**config.mk**
```make
export PLATFORM = sky130hd
export DESIGN_NAME = wdom_rptr_sync_flat
export DESIGN_NICKNAME = d
export VERILOG_FILES = /design/src/rtl/wdom_rptr_sync_pkg.sv /design/src/rtl/wdom_rptr_sync_if.sv /design/src/rtl/wdom_rptr_sync_cdc_sync_bus.sv /design/src/rtl/wdom_rptr_sync.sv /design/src/flat_wrapper.sv
export SDC_FILE = /design/constraint.sdc
export NUM_CORES = 1
export LEC_CHECK = 0
export CORE_MARGIN = 1.5
export CORE_UTILIZATION = 51
export CTS_CLUSTER_DIAMETER = 80
export DETAILED_ROUTE_END_ITERATION = 10
export PLACE_DENSITY = 0.91
export SYNTH_ARGS = -nofsm -noshare
export SYNTH_HDL_FRONTEND = slang
export SYNTH_HIERARCHICAL = 1
export SYNTH_SLANG_ARGS = --single-unit
export TNS_END_PERCENT = 5
```
**constraint.sdc**
```tcl
create_clock -name wclk -period 3.67 [get_ports wclk]
set_clock_uncertainty 0.15 [all_clocks]
set_input_delay 0.734 -clock wclk [delete_from_list [all_inputs] [get_ports wclk]]
set_output_delay 0.734 -clock wclk [all_outputs]
set_load 0.02 [all_outputs]
```
**src/rtl/wdom_rptr_sync_pkg.sv**
```systemverilog
// Shared async-FIFO definitions: default geometry, Gray/binary conversion and
// the almost_full watermark state encoding.
package wdom_rptr_sync_pkg;

  localparam int ADDR_WIDTH_DEF = 3;

  typedef enum logic {
    AF_LOW  = 1'b0,
    AF_HIGH = 1'b1
  } af_state_t;

  function automatic int unsigned depth_of(input int unsigned addr_width);
    return 32'd1 << addr_width;
  endfunction

  // Works for any pointer width up to 32: callers zero-extend, so the extra
  // high bits contribute nothing to the prefix XOR.
  function automatic logic [31:0] gray2bin(input logic [31:0] g);
    logic [31:0] b;
    b = g;
    for (int i = 1; i < 32; i++) begin
      b = b ^ (g >> i);
    end
    return b;
  endfunction

  function automatic logic [31:0] bin2gray(input logic [31:0] b);
    return b ^ (b >> 1);
  endfunction

endpackage

```
**src/rtl/wdom_rptr_sync_if.sv**
```systemverilog
// Signal bundle for the write-domain read-pointer receiver. The master side
// drives pointers and controls; the slave side (the receiver) returns status.
interface wdom_rptr_sync_if
  import wdom_rptr_sync_pkg::*;
#(
  parameter int ADDR_WIDTH = ADDR_WIDTH_DEF
);
  localparam int PTR_W = ADDR_WIDTH + 1;

  logic [PTR_W-1:0] rptr_gray;
  logic [PTR_W-1:0] wptr_gray;
  logic [PTR_W-1:0] afull_thresh;
  logic             err_clr;

  logic [PTR_W-1:0] rptr_sync;
  logic [PTR_W-1:0] wlevel;
  logic [PTR_W-1:0] wfree;
  logic             almost_full;
  logic             sync_err;
  af_state_t        af_state;

  modport master (
    output rptr_gray, wptr_gray, afull_thresh, err_clr,
    input  rptr_sync, wlevel, wfree, almost_full, sync_err, af_state
  );

  modport slave (
    input  rptr_gray, wptr_gray, afull_thresh, err_clr,
    output rptr_sync, wlevel, wfree, almost_full, sync_err, af_state
  );

endinterface

```
**src/rtl/wdom_rptr_sync_cdc_sync_bus.sv**
```systemverilog
// Multi-bit flop-chain synchronizer for Gray-coded pointers. No logic between
// stages; the input must change at most one bit per source-clock step.
module cdc_sync_bus #(
  parameter int WIDTH  = 4,
  parameter int STAGES = 2
) (
  input  logic             clk,
  input  logic             rst_n,
  input  logic [WIDTH-1:0] d,
  output logic [WIDTH-1:0] q
);

  logic [WIDTH-1:0] sync_q [STAGES];

  always_ff @(posedge clk or negedge rst_n) begin
    if (!rst_n) begin
      for (int i = 0; i < STAGES; i++) begin
        sync_q[i] <= '0;
      end
    end else begin
      sync_q[0] <= d;
      for (int i = 1; i < STAGES; i++) begin
        sync_q[i] <= sync_q[i-1];
      end
    end
  end

  assign q = sync_q[STAGES-1];

endmodule

```
**src/rtl/wdom_rptr_sync.sv**
```systemverilog
// Write-domain end of the read-pointer crossing: synchronizes the Gray read
// pointer and derives occupancy, free space, almost_full and an integrity flag.
module wdom_rptr_sync
  import wdom_rptr_sync_pkg::*;
#(
  parameter int ADDR_WIDTH  = ADDR_WIDTH_DEF,
  parameter int SYNC_STAGES = 2,
  parameter int AF_HYST     = 1
) (
  input logic              wclk,
  input logic              rst_n,
  wdom_rptr_sync_if.slave  bus
);

  localparam int               PTR_W = ADDR_WIDTH + 1;
  localparam logic [PTR_W-1:0] DEPTH = PTR_W'(depth_of(ADDR_WIDTH));
  localparam logic [PTR_W-1:0] HYST  = PTR_W'(AF_HYST);

  logic [PTR_W-1:0] rptr_sync;
  logic [PTR_W-1:0] rptr_sync_q;
  logic [PTR_W-1:0] rbin;
  logic [PTR_W-1:0] wbin;
  logic [PTR_W-1:0] diff;
  logic [PTR_W-1:0] level_next;
  logic [PTR_W-1:0] wlevel_q;
  logic [PTR_W-1:0] wfree_q;
  logic [PTR_W-1:0] af_lo;
  logic             gray_step_err;
  logic             level_err;
  logic             sync_err_q;
  af_state_t        af_state;
  af_state_t        af_state_next;

  cdc_sync_bus #(
    .WIDTH  (PTR_W),
    .STAGES (SYNC_STAGES)
  ) u_rptr_sync (
    .clk   (wclk),
    .rst_n (rst_n),
    .d     (bus.rptr_gray),
    .q     (rptr_sync)
  );

  assign rbin = PTR_W'(gray2bin(32'(rptr_sync)));
  assign wbin = PTR_W'(gray2bin(32'(bus.wptr_gray)));

  // Modulo subtract absorbs pointer wrap; anything above DEPTH is impossible.
  assign diff       = wbin - rbin;
  assign level_err  = (diff > DEPTH);
  assign level_next = level_err ? DEPTH : diff;

  // A legal Gray crossing moves at most one bit between consecutive samples.
  assign gray_step_err = ($countones(rptr_sync ^ rptr_sync_q) > 1);

  always_ff @(posedge wclk or negedge rst_n) begin
    if (!rst_n) begin
      rptr_sync_q <= '0;
      wlevel_q    <= '0;
      wfree_q     <= DEPTH;
      sync_err_q  <= 1'b0;
    end else begin
      rptr_sync_q <= rptr_sync;
      wlevel_q    <= level_next;
      wfree_q     <= DEPTH - level_next;
      if (gray_step_err || level_err) begin
        sync_err_q <= 1'b1;
      end else if (bus.err_clr) begin
        sync_err_q <= 1'b0;
      end
    end
  end

  // Release level saturates at 0, so a small threshold keeps the flag latched.
  assign af_lo = (bus.afull_thresh > HYST) ? (bus.afull_thresh - HYST) : '0;

  always_ff @(posedge wclk or negedge rst_n) begin
    if (!rst_n) begin
      af_state <= AF_LOW;
    end else begin
      af_state <= af_state_next;
    end
  end

  always_comb begin
    af_state_next = af_state;
    case (af_state)
      AF_LOW:  if (wlevel_q >= bus.afull_thresh) af_state_next = AF_HIGH;
      AF_HIGH: if (wlevel_q < af_lo)             af_state_next = AF_LOW;
      default: af_state_next = AF_LOW;
    endcase
  end

  assign bus.rptr_sync   = rptr_sync;
  assign bus.wlevel      = wlevel_q;
  assign bus.wfree       = wfree_q;
  assign bus.almost_full = (af_state == AF_HIGH);
  assign bus.sync_err    = sync_err_q;
  assign bus.af_state    = af_state;

endmodule
```
**src/flat_wrapper.sv**
```systemverilog
// flat-port wrapper written by rule: the top's interface ports become plain ports
module wdom_rptr_sync_flat import wdom_rptr_sync_pkg::*;
#(
  parameter int ADDR_WIDTH  = ADDR_WIDTH_DEF,
  parameter int SYNC_STAGES = 2,
  parameter int AF_HYST     = 1
)
  (wclk, rst_n, bus_rptr_gray, bus_wptr_gray, bus_afull_thresh, bus_err_clr, bus_rptr_sync, bus_wlevel, bus_wfree, bus_almost_full, bus_sync_err, bus_af_state);
  wdom_rptr_sync_if #(.ADDR_WIDTH(ADDR_WIDTH)) bus_i ();
  input logic wclk;
  input logic rst_n;
  input wire logic [$bits(bus_i.rptr_gray)-1:0] bus_rptr_gray;
  input wire logic [$bits(bus_i.wptr_gray)-1:0] bus_wptr_gray;
  input wire logic [$bits(bus_i.afull_thresh)-1:0] bus_afull_thresh;
  input wire logic [$bits(bus_i.err_clr)-1:0] bus_err_clr;
  output wire logic [$bits(bus_i.rptr_sync)-1:0] bus_rptr_sync;
  output wire logic [$bits(bus_i.wlevel)-1:0] bus_wlevel;
  output wire logic [$bits(bus_i.wfree)-1:0] bus_wfree;
  output wire logic [$bits(bus_i.almost_full)-1:0] bus_almost_full;
  output wire logic [$bits(bus_i.sync_err)-1:0] bus_sync_err;
  output wire logic [$bits(bus_i.af_state)-1:0] bus_af_state;
  assign bus_i.rptr_gray = bus_rptr_gray;
  assign bus_i.wptr_gray = bus_wptr_gray;
  assign bus_i.afull_thresh = bus_afull_thresh;
  assign bus_i.err_clr = bus_err_clr;
  assign bus_rptr_sync = bus_i.rptr_sync;
  assign bus_wlevel = bus_i.wlevel;
  assign bus_wfree = bus_i.wfree;
  assign bus_almost_full = bus_i.almost_full;
  assign bus_sync_err = bus_i.sync_err;
  assign bus_af_state = bus_i.af_state;
  wdom_rptr_sync #(.ADDR_WIDTH(ADDR_WIDTH), .SYNC_STAGES(SYNC_STAGES), .AF_HYST(AF_HYST)) u_core (.wclk(wclk), .rst_n(rst_n), .bus(bus_i));
endmodule
```
==> reports/results.ini <==
[finish]
n_fill_cell = 176
n_antenna_cell = 0
design_area_sq_mm = 0.00146
drive_gt1_share_pct = 9.76
final_util_pct = 67.4
nNetsFinal = 155
syn_to_final_growth_pct = 26.5

[synth]
yosysSeqAreaShare_pct = 45.6
yosysWarnings = 6
synth_nets = 127
synth.largest_area_cell = dfrtp_1
yosysTopAreaCellShare_pct = 43.3
syn_area_per_cell_sq_um = 12.0
syn_area_sq_mm = 0.00115
netlist_instances = 96
synthTopCellsByArea = dfrtp_1 (43%), ha_1 (16%), xor2_1 (4.6%)
ys_types = 32
synth-seq-cells = 21

[floorplanning]
die_w_um = 50.6
rows = 17
core-area_sq_mm = 0.00217
design.die.area_sq_mm = 0.00256
die_h_um = 50.6
start_util_pct = 53.2
pin_count = 30

[clock_network]
tritoncts = built
post_cts_buffers = 0
h-tree-depth = 1
clk_latency_ns = 0.29
cts.sinks = 21
cts_buffers = 3
ctsHoldBuffers = 0
cts_buffer_depth = 2
cts_root_buffer = clkbuf_4
clk_pin_slew_ns = 0.10
cts_resized = 0

[pwr]
swShare_pct = 35.1
power_density_mw_per_mm2 = 553
p_switching_uw = 284
p_leak_nw = 0.657
p_clk_share_pct = 12.7
pwr-share-comb_pct = 48.9
ir_drop_mv = 0.319
p_int_uw = 524
seqPwrFrac_pct = 38.5

[worst_hold_path]
whs_path_depth = 0
hold_class = reg -> reg

[global_route]
overflow = 0
grt_max_degree = 22
antenna_found_initial = 0
grt_use_total_pct = 16.4
first_global_vias = 715
grt_pass1_wl_mm = 3.09

[sta]
period_share_pct = 84.2
rsz0062_at_grt = false
holdWs_ns = 0.209
relSlewSlack_pct = 42.8
slew_violations = 0
fmax_mhz = 323
finalSetupTns_ns = 0
setup-violations-final = 0
hold_viol_final = 0
min_period_ns = 3.09
worst_slew_pin_slew_ns = 0.855

[detailed_routing]
remaining_drc_errors = 0
drt-vias-per-instance = 4.97
ant_nets = 0
drt_pass1_iterations = 4
drt_iter0_drc = 26
wl_per_cell_um = 12.1
routed_wl_mm = 1.82
vias = 750

[place]
placed_cell_area_sq_mm = 0.00144
portBuffers = 29
gp_congestion = 0.755
dp_hpwl_mm = 1.55

[worst_setup_path]
cp-end-kind = register
crit_fanout = 3
r2r_cells = 9
cp.required_ns = 3.67
path_class = in -> reg
cp.arrival_ns = 3.09
start_kind = input port

[status]
status = finished clean

[run]
max_cap_viol_count = 0

cell families after synthesis:
group	after synthesis	synth area share, %
XOR/XNOR	13	11.8
AND/OR/NAND/NOR	20	9.86
multiplexers	2	1.84
adder cells (fa/ha/maj)	16	18.0
flip-flops	21	45.6
buffers and inverters	14	6.50
AO/OA/AOI/OAI	10	6.39
cells in the mapped netlist (all sizes together):
library cell  number
a2111oi            1
a21oi              3
and2               2
and3b              1
buf                6
dfrtp             20
dfstp              1
fa                 1
ha                15
inv                8
mux2               1
mux2i              1
nand2              3
nand2b             1
nand3              1
nand3b             2
nor2               3
nor2b              2
nor3               3
nor3b              1
o211a              1
o21ai              3
o32a               1
o41a               1
or2                1
xnor2              5
xor2               8
stage by stage:
stage,power [mW],setup WS [ns],instances
4_1_cts,0.817,0.592,151
6_report,0.808,0.579,151
3_5_place_dp,0.714,0.288,147
5_1_grt,0.868,0.467,151
2_1_floorplan,0.564,0.996,96
3_3_place_gp,0.699,0.396,147
layout by cell type, fill, tap and decap left out, drive strengths merged:
cell,netlist,final
a2111oi,1,1
a21oi,3,3
and2,2,2
and3b,1,1
clkbuf,0,4
clkdlybuf4s50,0,29
dfrtp,20,20
dfstp,1,1
fa,1,1
ha,15,15
inv,8,8
mux2,1,1
mux2i,1,1
nand2,3,3
nand2b,1,1
nand3,1,1
nand3b,2,2
nor2,3,3
nor2b,2,2
nor3,3,3
nor3b,1,1
o211a,1,1
o21ai,3,3
o32a,1,1
o41a,1,1
or2,1,1
xnor2,5,5
xor2,8,8
sequential cells by signal (all words and copies together) (netlist names):
| register | flops |
|---|---|
| u_core/bus.wfree | 4 |
| u_core/rptr_sync_q | 4 |
| u_core/u_rptr_sync/q | 4 |
| u_core/u_rptr_sync/sync_q | 4 |
| u_core/bus.wlevel | 3 |
| u_core/bus.af_state | 1 |
| u_core/bus.sync_err | 1 |
critical path, cell delays in order:
cell and delay, ns:
clkdlybuf4s50_1 0.54, xor2_2 0.22, xor2_2 0.26, xnor2_1 0.16, ha_1 0.20, inv_1 0.06, fa_1 0.37, xor2_1 0.17
nor3b_1 0.26, o21ai_0 0.12
path summary, 6_finish.rpt:
path                                              startpoint                 endpoint  slack (ns)
worst max-delay path                        bus_wptr_gray[3]      u_core/bus.sync_err        0.58
worst min-delay path            u_core/u_rptr_sync/sync_q[5]  u_core/u_rptr_sync/q[1]        0.21
worst max register to register       u_core/u_rptr_sync/q[3]      u_core/bus.sync_err        0.90
worst min register to register  u_core/u_rptr_sync/sync_q[5]  u_core/u_rptr_sync/q[1]        0.21
max in group asynchronous                              rst_n     u_core/bus.wlevel[2]        2.07
min in group asynchronous                              rst_n    u_core/rptr_sync_q[2]        0.77
power by group through the flow:
stage          Combinational, mW  Sequential (mW)  Clock, mW
4_1_cts                    0.398            0.312      0.106
3_5_place_dp               0.397            0.317          0
3_3_place_gp               0.383            0.315          0
5_1_grt                    0.433            0.319      0.117
6_report                   0.395            0.311      0.102
2_1_floorplan              0.204            0.360          0
routing by layer:
layer  vias to the layer above  routed length [um]  global-route usage (%)  part of all wire [%]
met5                         -                   0                       0                     0
met4                         0                  25                    7.66                   1.4
li1                        369                   -                       -                     -
met1                       357                 755                    20.4                    41
met3                         4                  68                    1.79                   3.7
met2                        20                 973                    28.3                    53
layout make-up:
type | instances | area (sq um) | area share, %
Clock buffer | 4 | 26.3 | 1.80
Inverter | 8 | 30.0 | 2.05
Multi-Input combinational cell | 61 | 553 | 37.8
Sequential cell | 21 | 527 | 36.0
Tap cell | 28 | 35.0 | 2.40
Timing Repair Buffer | 29 | 290 | 19.9
No activity file was read; power rests on OpenSTA's default activity.
